$ cat config.mk
export PLATFORM = sky130hd
export DESIGN_NAME = data_mem_arbiter
export DESIGN_NICKNAME = d
export VERILOG_FILES = /design/src/rtl/data_mem_arbiter_pkg.sv /design/src/rtl/arb_starve_counter.sv /design/src/rtl/data_mem_arbiter.sv
export SDC_FILE = /design/constraint.sdc
export NUM_CORES = 1
export LEC_CHECK = 0
export ABC_AREA = 1
export CAP_MARGIN = 20
export CORE_MARGIN = 2
export CORE_UTILIZATION = 26
export DETAILED_ROUTE_END_ITERATION = 8
export GPL_TIMING_DRIVEN = 0
export PLACE_DENSITY = 0.8
export REMOVE_ABC_BUFFERS = 1
export SLEW_MARGIN = 20
export SYNTH_ARGS = -nofsm -noshare
export SYNTH_HDL_FRONTEND = slang
export SYNTH_SLANG_ARGS = --single-unit
$ cat constraint.sdc
create_clock -name clk -period 1 [get_ports clk]
set_input_delay 0.1 -clock clk [delete_from_list [all_inputs] [get_ports clk]]
set_output_delay 0.1 -clock clk [all_outputs]
set_load 0.01 [all_outputs]
$ cat src/rtl/data_mem_arbiter_pkg.sv
// Shared types and defaults for the data memory arbiter.
// State encoding plus default widths and the starvation limit.
package data_mem_arbiter_pkg;

  localparam int ADDR_W_D       = 8;
  localparam int DATA_W_D       = 32;
  localparam int STARVE_LIMIT_D = 4;
  localparam int CNT_W          = 4;

  typedef enum logic {
    S_NORMAL = 1'b0,
    S_FORCE  = 1'b1
  } arb_state_e;

endpackage

$ cat src/rtl/arb_starve_counter.sv
// Counts consecutive denied ext cycles, saturating at LIMIT.
// limit_hit flags that the count reaches LIMIT at the coming edge.
module arb_starve_counter
  import data_mem_arbiter_pkg::*;
#(
  parameter int LIMIT = STARVE_LIMIT_D
) (
  input  logic clk,
  input  logic rst_n,
  input  logic inc,
  input  logic clear,
  output logic limit_hit
);

  localparam logic [CNT_W-1:0] LIM = CNT_W'(LIMIT);

  logic [CNT_W-1:0] cnt;
  logic [CNT_W-1:0] cnt_nxt;

  always_comb begin
    cnt_nxt = cnt;
    if (clear)
      cnt_nxt = '0;
    else if (inc && cnt < LIM)
      cnt_nxt = cnt + 1'b1;
  end

  assign limit_hit = (cnt_nxt == LIM);

  always_ff @(posedge clk or negedge rst_n) begin
    if (!rst_n)
      cnt <= '0;
    else
      cnt <= cnt_nxt;
  end

endmodule

$ cat src/rtl/data_mem_arbiter.sv
// Single-port data memory arbiter: pipe has priority,
// ext gets a forced slot after sustained denial.
module data_mem_arbiter
  import data_mem_arbiter_pkg::*;
#(
  parameter int ADDR_W       = ADDR_W_D,
  parameter int DATA_W       = DATA_W_D,
  parameter int STARVE_LIMIT = STARVE_LIMIT_D
) (
  input  logic              clk,
  input  logic              rst_n,
  input  logic              pipe_rd,
  input  logic              pipe_wr,
  input  logic [31:0]       pipe_addr,
  input  logic [DATA_W-1:0] pipe_wdata,
  output logic [DATA_W-1:0] pipe_rdata,
  output logic              pipe_stall,
  input  logic              ext_req,
  input  logic              ext_we,
  input  logic [ADDR_W-1:0] ext_addr,
  input  logic [DATA_W-1:0] ext_wdata,
  output logic              ext_gnt,
  output logic [DATA_W-1:0] ext_rdata,
  output logic              ext_rvalid,
  output logic              mem_rd,
  output logic              mem_wr,
  output logic [ADDR_W-1:0] mem_addr,
  output logic [DATA_W-1:0] mem_wdata,
  input  logic [DATA_W-1:0] mem_rdata
);

  arb_state_e state;
  logic       pipe_act;
  logic       force_slot;
  logic       pipe_own;
  logic       ext_own;
  logic       limit_hit;
  logic       unused_addr;

  assign unused_addr = ^pipe_addr[31:ADDR_W];

  assign pipe_act   = pipe_rd | pipe_wr;
  assign force_slot = (state == S_FORCE);
  assign pipe_own   = ~force_slot & pipe_act;
  assign ext_own    = ext_req & (force_slot | ~pipe_act);
  assign ext_gnt    = ext_own;
  assign pipe_stall = force_slot & pipe_act;

  arb_starve_counter #(
    .LIMIT (STARVE_LIMIT)
  ) u_starve (
    .clk       (clk),
    .rst_n     (rst_n),
    .inc       (ext_req & ~ext_own),
    .clear     (force_slot | ext_own | ~ext_req),
    .limit_hit (limit_hit)
  );

  always_ff @(posedge clk or negedge rst_n) begin
    if (!rst_n) begin
      state <= S_NORMAL;
    end else begin
      unique case (state)
        S_NORMAL: if (limit_hit) state <= S_FORCE;
        S_FORCE:  state <= S_NORMAL;
        default:  state <= S_NORMAL;
      endcase
    end
  end

  always_comb begin
    mem_rd    = 1'b0;
    mem_wr    = 1'b0;
    mem_addr  = '0;
    mem_wdata = '0;
    unique case (1'b1)
      pipe_own: begin
        mem_rd    = pipe_rd;
        mem_wr    = pipe_wr;
        mem_addr  = pipe_addr[ADDR_W-1:0];
        mem_wdata = pipe_wdata;
      end
      ext_own: begin
        mem_rd    = ~ext_we;
        mem_wr    = ext_we;
        mem_addr  = ext_addr;
        mem_wdata = ext_wdata;
      end
      default: ;
    endcase
  end

  assign pipe_rdata = (pipe_own && pipe_rd) ? mem_rdata : '0;

  always_ff @(posedge clk or negedge rst_n) begin
    if (!rst_n) begin
      ext_rdata  <= '0;
      ext_rvalid <= 1'b0;
    end else begin
      ext_rvalid <= ext_own & ~ext_we;
      if (ext_own && !ext_we)
        ext_rdata <= mem_rdata;
    end
  end

endmodule

== Word level (Yosys, flattened, before mapping) ==
Cells that the tools add are included.

* Register bits: 38
* Bits in latches: 0
* RAM bits: 0
* ROM bits: 0
* Output and inout bits: 109
* Word-level logic and storage cells: 34
* Memories kept: 0

* Add/subtract/negate cells: 1
* $mul: 0
* Divide/modulo/power cells: 0
* Magnitude comparators: 1
* Eq/ne operators: 1
* Shift operators: 0
* Multiplexer cells: 9
* Bitwise logic cells: 14
* Reduce and logical (&&, ||, !) cells: 4

{| class="wikitable"
|+ Operators with widths
! kind !! number
|-
| case mux 32 bit (2 select lines) || 1
|-
| two-way mux 32 bit || 1
|-
| case mux 8 bit (2 select lines) || 1
|-
| two-way mux 4 bit || 2
|-
| case mux 1 bit (2 select lines) || 3
|-
| bitwise AND 1 bit || 5
|-
| inverter 1 bit || 5
|-
| adder 4 x 1 -> 4 bit (second input constant) || 1
|-
| equality test 4 x 3 -> 1 bit (second input constant) || 1
|-
| < comparator 4 x 3 -> 1 bit (second input constant) || 1
|-
| OR 1 bit || 4
|-
| logical AND 1 bit || 3
|-
| logical NOT 1 bit || 1
|-
| two-way mux 1 bit || 1
|}

== Depth between registers and ports, before layout ==
* Depth in word-level cells: 12
* Mapped depth: 7
* Gate-level depth less buffers: 6

== Cells and area by module ==
A second synthesis with hierarchy kept.

* Cell total of the unflattened synthesis: 383
* Area, all modules: 2401.1 um^2

{| class="wikitable"
|+ Modules (own cells, without submodules)
! module !! times used !! cells each !! area an instance (um^2) !! seq. area each (um^2)
|-
| data_mem_arbiter || 1 || 356 || 2178.3 || 850.8
|-
| arb_starve_counter || 1 || 27 || 222.7 || 100.1
|}

== Least setup slack after synthesis ==
Ideal clock, no wire load.

* Path type: register to output
* From: register state (netlist: force_slot)
* To: output pipe_rdata[22]
* Data arrival time: 1065 ps
* Path slack: -165 ps
* Stages on the path, launching flop included: 5
* Buffers on the path: 1
* Cell sequence: dfrtp_1 > nor2_8 > nand2_1 > buf_2 > nor2_1

* Word-level cells in the longest chain between the ends: 4

{| class="wikitable"
|+ Ends and longest elaborated chain
! element !! RTL line !! source
|-
| start: declaration || data_mem_arbiter.sv:32 || <nowiki>arb_state_e state;</nowiki>
|-
| start signal: assignment || data_mem_arbiter.sv:61 || <nowiki>state <= S_NORMAL;</nowiki>
|-
| start signal: assignment || data_mem_arbiter.sv:64 || <nowiki>S_NORMAL: if (limit_hit) state <= S_FORCE;</nowiki>
|-
| start signal: assignment || data_mem_arbiter.sv:65 || <nowiki>S_FORCE: state <= S_NORMAL;</nowiki>
|-
| inverter 1 bit || data_mem_arbiter.sv:44 || <nowiki>assign pipe_own = ~force_slot & pipe_act;</nowiki>
|-
| bitwise AND 1 bit || data_mem_arbiter.sv:44 ||
|-
| logical AND 1 bit || data_mem_arbiter.sv:93 || <nowiki>assign pipe_rdata = (pipe_own && pipe_rd) ? mem_rdata : '0;</nowiki>
|-
| two-way mux 32 bit || data_mem_arbiter.sv:93 ||
|-
| end: declaration || data_mem_arbiter.sv:16 || <nowiki>output logic [DATA_W-1:0] pipe_rdata,</nowiki>
|}

Every way passes these cells.

== Worst setup path in the final report ==
* From: register state (netlist: force_slot)
* To: output mem_addr[6]

* Word-level cells in the longest chain between the ends: 3
* Elaborated cells on any way between the ends: 5
* Those cells by class: mux (1); bitwise (4)

{| class="wikitable"
|+ Ends and longest elaborated chain
! element !! RTL line !! source
|-
| OR 1 bit / inverter 1 bit (equally long branches) || data_mem_arbiter.sv:45, data_mem_arbiter.sv:44 ||
|-
| bitwise AND 1 bit (on tied branches) || data_mem_arbiter.sv:45, data_mem_arbiter.sv:44 ||
|-
| case mux 8 bit (2 select lines) * || data_mem_arbiter.sv:76 || <nowiki>unique case (1'b1)</nowiki>
|-
| end: declaration || data_mem_arbiter.sv:27 || <nowiki>output logic [ADDR_W-1:0] mem_addr,</nowiki>
|}

Mark *: on every way between the ends. The rest lies on a longest branch, timed or not.

==> out/results.ini <==
[status]
status=finished, violations left
violations=negative setup slack

[layout]
drive_gt1_frac=0.454
syn2layout_area_growth_pct=147
antenna_cells=0
final_cell_mix=161 x nand2_1, 112 x clkdlybuf4s50_1, 70 x buf_2
nNetsFinal=804
fillers=655
final_common_cell=nand2_1

[power]
vdd_drop_max_mv=0.771
power_density_mw_per_mm2=971
p_int_mw=3.63
p_switching_mw=1.95
pwr-share-comb=0.479
total_power_mw=5.58
power_frac_seq=0.347
switching_share=0.349
leakagePower_nw=3.04
pwr-share-clk=0.174

[clock_network]
clk_pin_slew_ns=0.07
cts.sinks=38
cts_made_buffers=5
htree_num_levels=2
cts_tree=done
clk_root_buffer_cell=clkbuf_8
cts_buffer_depth=2
clk_latency_ns=0.28

[routing]
wirelength_um=14000
vias=3610
drtIter0Drc=95
dr.pass1.iters=4
ant_nets=0
wl_per_cell_um=18.2
viasPerCell=4.69
route.detailed.drc=0

[timing]
slew_violations=0
skew_ns=0.00381
period_minus_slack_ns=1.73
worstMarginPinSlew_ns=0.483
maxSlewHeadroom=0.678
timing.hold.ws_ns=0.309
fmax_ghz=0.578
layout_setup_ws_ns=-0.730
rsz0062_at_grt=true
hold_viol=0
setup_violations=114
timing.final.crit_share=1.73

[die]
fp.dieArea_mm2=0.00972
start_util=0.268
fp-row-count=34
ios=251
die_h_um=98.6
core_mm2=0.00868
die_w_um=98.6

[grt]
gr-total-overflow=0
grt_max_degree=21
grt_pass1_wl_um=19100
antenna_found_initial=0
grt_pass1_vias=3648
grt_usage=0.252

[placed_design]
place_hpwl_um=7280
gp_routability_congestion=0.843
port_buffers=226

[job]
cap_violations=0

[worst_hold_path]
hp-class=in -> async

[setup_path]
worstSetupStartpointType=flop
reg2reg_slack_ns=-0.67
reg2reg_depth=11
worstSetupEndpoint=mem_addr[6]
timing.rr.start=force_slot$_DFF_PN0_
critPathMaxFanout=6
required_ns=0.90
crit_type=reg -> out
r2r_end=ext_rdata[5]$_DFFE_PN0P_
arrival_ns=1.63
crit_path_start=force_slot$_DFF_PN0_
end_kind=output port

[logic_synthesis]
ys_ff_latch=38
ys_warn_count=0
syn_area_mm2=0.00233
synth-seq-area-share=0.409
ys_types=18
avgSynthCellArea_um2=6.22
syn-instance-count=374

## logic make-up after synthesis
| group | after synthesis | synth area share |
|---|---|---|
| AND/OR/NAND/NOR | 275 | 0.469 |
| adder cells (fa/ha/maj) | 1 | 0.00538 |
| flip-flops | 38 | 0.409 |
| buffers and inverters | 57 | 0.109 |
| AO/OA/AOI/OAI | 3 | 0.00807 |
## cells in the mapped netlist (all sizes together)
cell type / n / area [um^2]
nand4: 1 / 6.26
o21ai: 2 / 13.8
nand3: 1 / 5.00
a21oi: 1 / 5.00
nand2: 228 / 871
ha: 1 / 12.5
nor2: 45 / 208
buf: 17 / 104
inv: 40 / 150
dfrtp: 38 / 951
## stage by stage
stage / util / setup slack, ns / instance area, um^2 / TNS, ns / cells
3_5_place_dp: 0.535 / -2.17 / 4640 / -187.33 / 692
2_1_floorplan: - / -0.854 / 2220 / -70.49 / 357
6_report: 0.662 / -0.730 / 5750 / -70.25 / 769
4_1_cts: 0.622 / -0.674 / 5400 / -61.58 / 763
5_1_grt: 0.662 / -0.781 / 5750 / -76.51 / 769
3_3_place_gp: 0.532 / -2.13 / 4620 / -223.57 / 691
## critical path, stage by stage (launching register included)
cell	delay (ns)
dfrtp_2	0.45
nor2_8	0.17
buf_12	0.14
buf_6	0.10
nor2_4	0.03
buf_6	0.14
nand2_2	0.07
nand2_1	0.08
buf_2	0.15
## worst min path at each step
stage,depth (start not counted),end,startpoint
2_1_floorplan,0,ext_rdata[0]$_DFFE_PN0P_,rst_n
3_3_place_gp,2,ext_rdata[26]$_DFFE_PN0P_,ext_rdata[26]$_DFFE_PN0P_
3_5_place_dp,1,ext_rdata[5]$_DFFE_PN0P_,rst_n
4_1_cts,2,ext_rdata[5]$_DFFE_PN0P_,rst_n
5_1_grt,2,ext_rdata[5]$_DFFE_PN0P_,rst_n
6_report,2,ext_rdata[5]$_DFFE_PN0P_,rst_n
## layer usage
metal | up-vias | GRT usage | routed length, um
li1 | 1669 | - | -
met1 | 1709 | 0.274 | 5060
met2 | 194 | 0.482 | 7430
met3 | 38 | 0.0546 | 976
met4 | 0 | 0.0822 | 527
met5 | - | 0 | 0
## power groups by stage
| stage | Clock [mW] | Combinational [mW] | Sequential (mW) |
|---|---|---|---|
| after global placement | 0 | 2.27 | 1.96 |
| after global routing | 1.08 | 2.86 | 1.96 |
| after detailed placement | 0 | 2.32 | 1.97 |
| after CTS | 1.01 | 2.43 | 1.93 |
| after floorplan | 0 | 0.593 | 2.09 |
| final | 0.974 | 2.67 | 1.93 |
## area by class of cell
| class | count | area (um^2) | area share |
|---|---|---|---|
| clock buffer | 5 | 68.8 | 0.0120 |
| clock inverter | 2 | 10.0 | 0.00174 |
| inverter | 40 | 165 | 0.0287 |
| multi-input combinational | 292 | 1710 | 0.297 |
| sequential | 38 | 952 | 0.166 |
| tap | 108 | 135 | 0.0235 |
| timing repair buffer | 284 | 2710 | 0.471 |
## registers in the layout, indices dropped and copies added, names as in the netlist
signal / cells
ext_rvalid: 1
ext_rdata: 32
u_starve.cnt: 4
force_slot: 1
## repair_timing
item	in CTS	in global routing
setup buffers	50	5
hold buffers	1	0
resized for setup	535	102
endpoints found under the setup margin	147	121
cloned	13	1
endpoints found under the hold margin	18	0
pin swaps	23	21
Note: power is estimated with default switching activity, not from simulation.
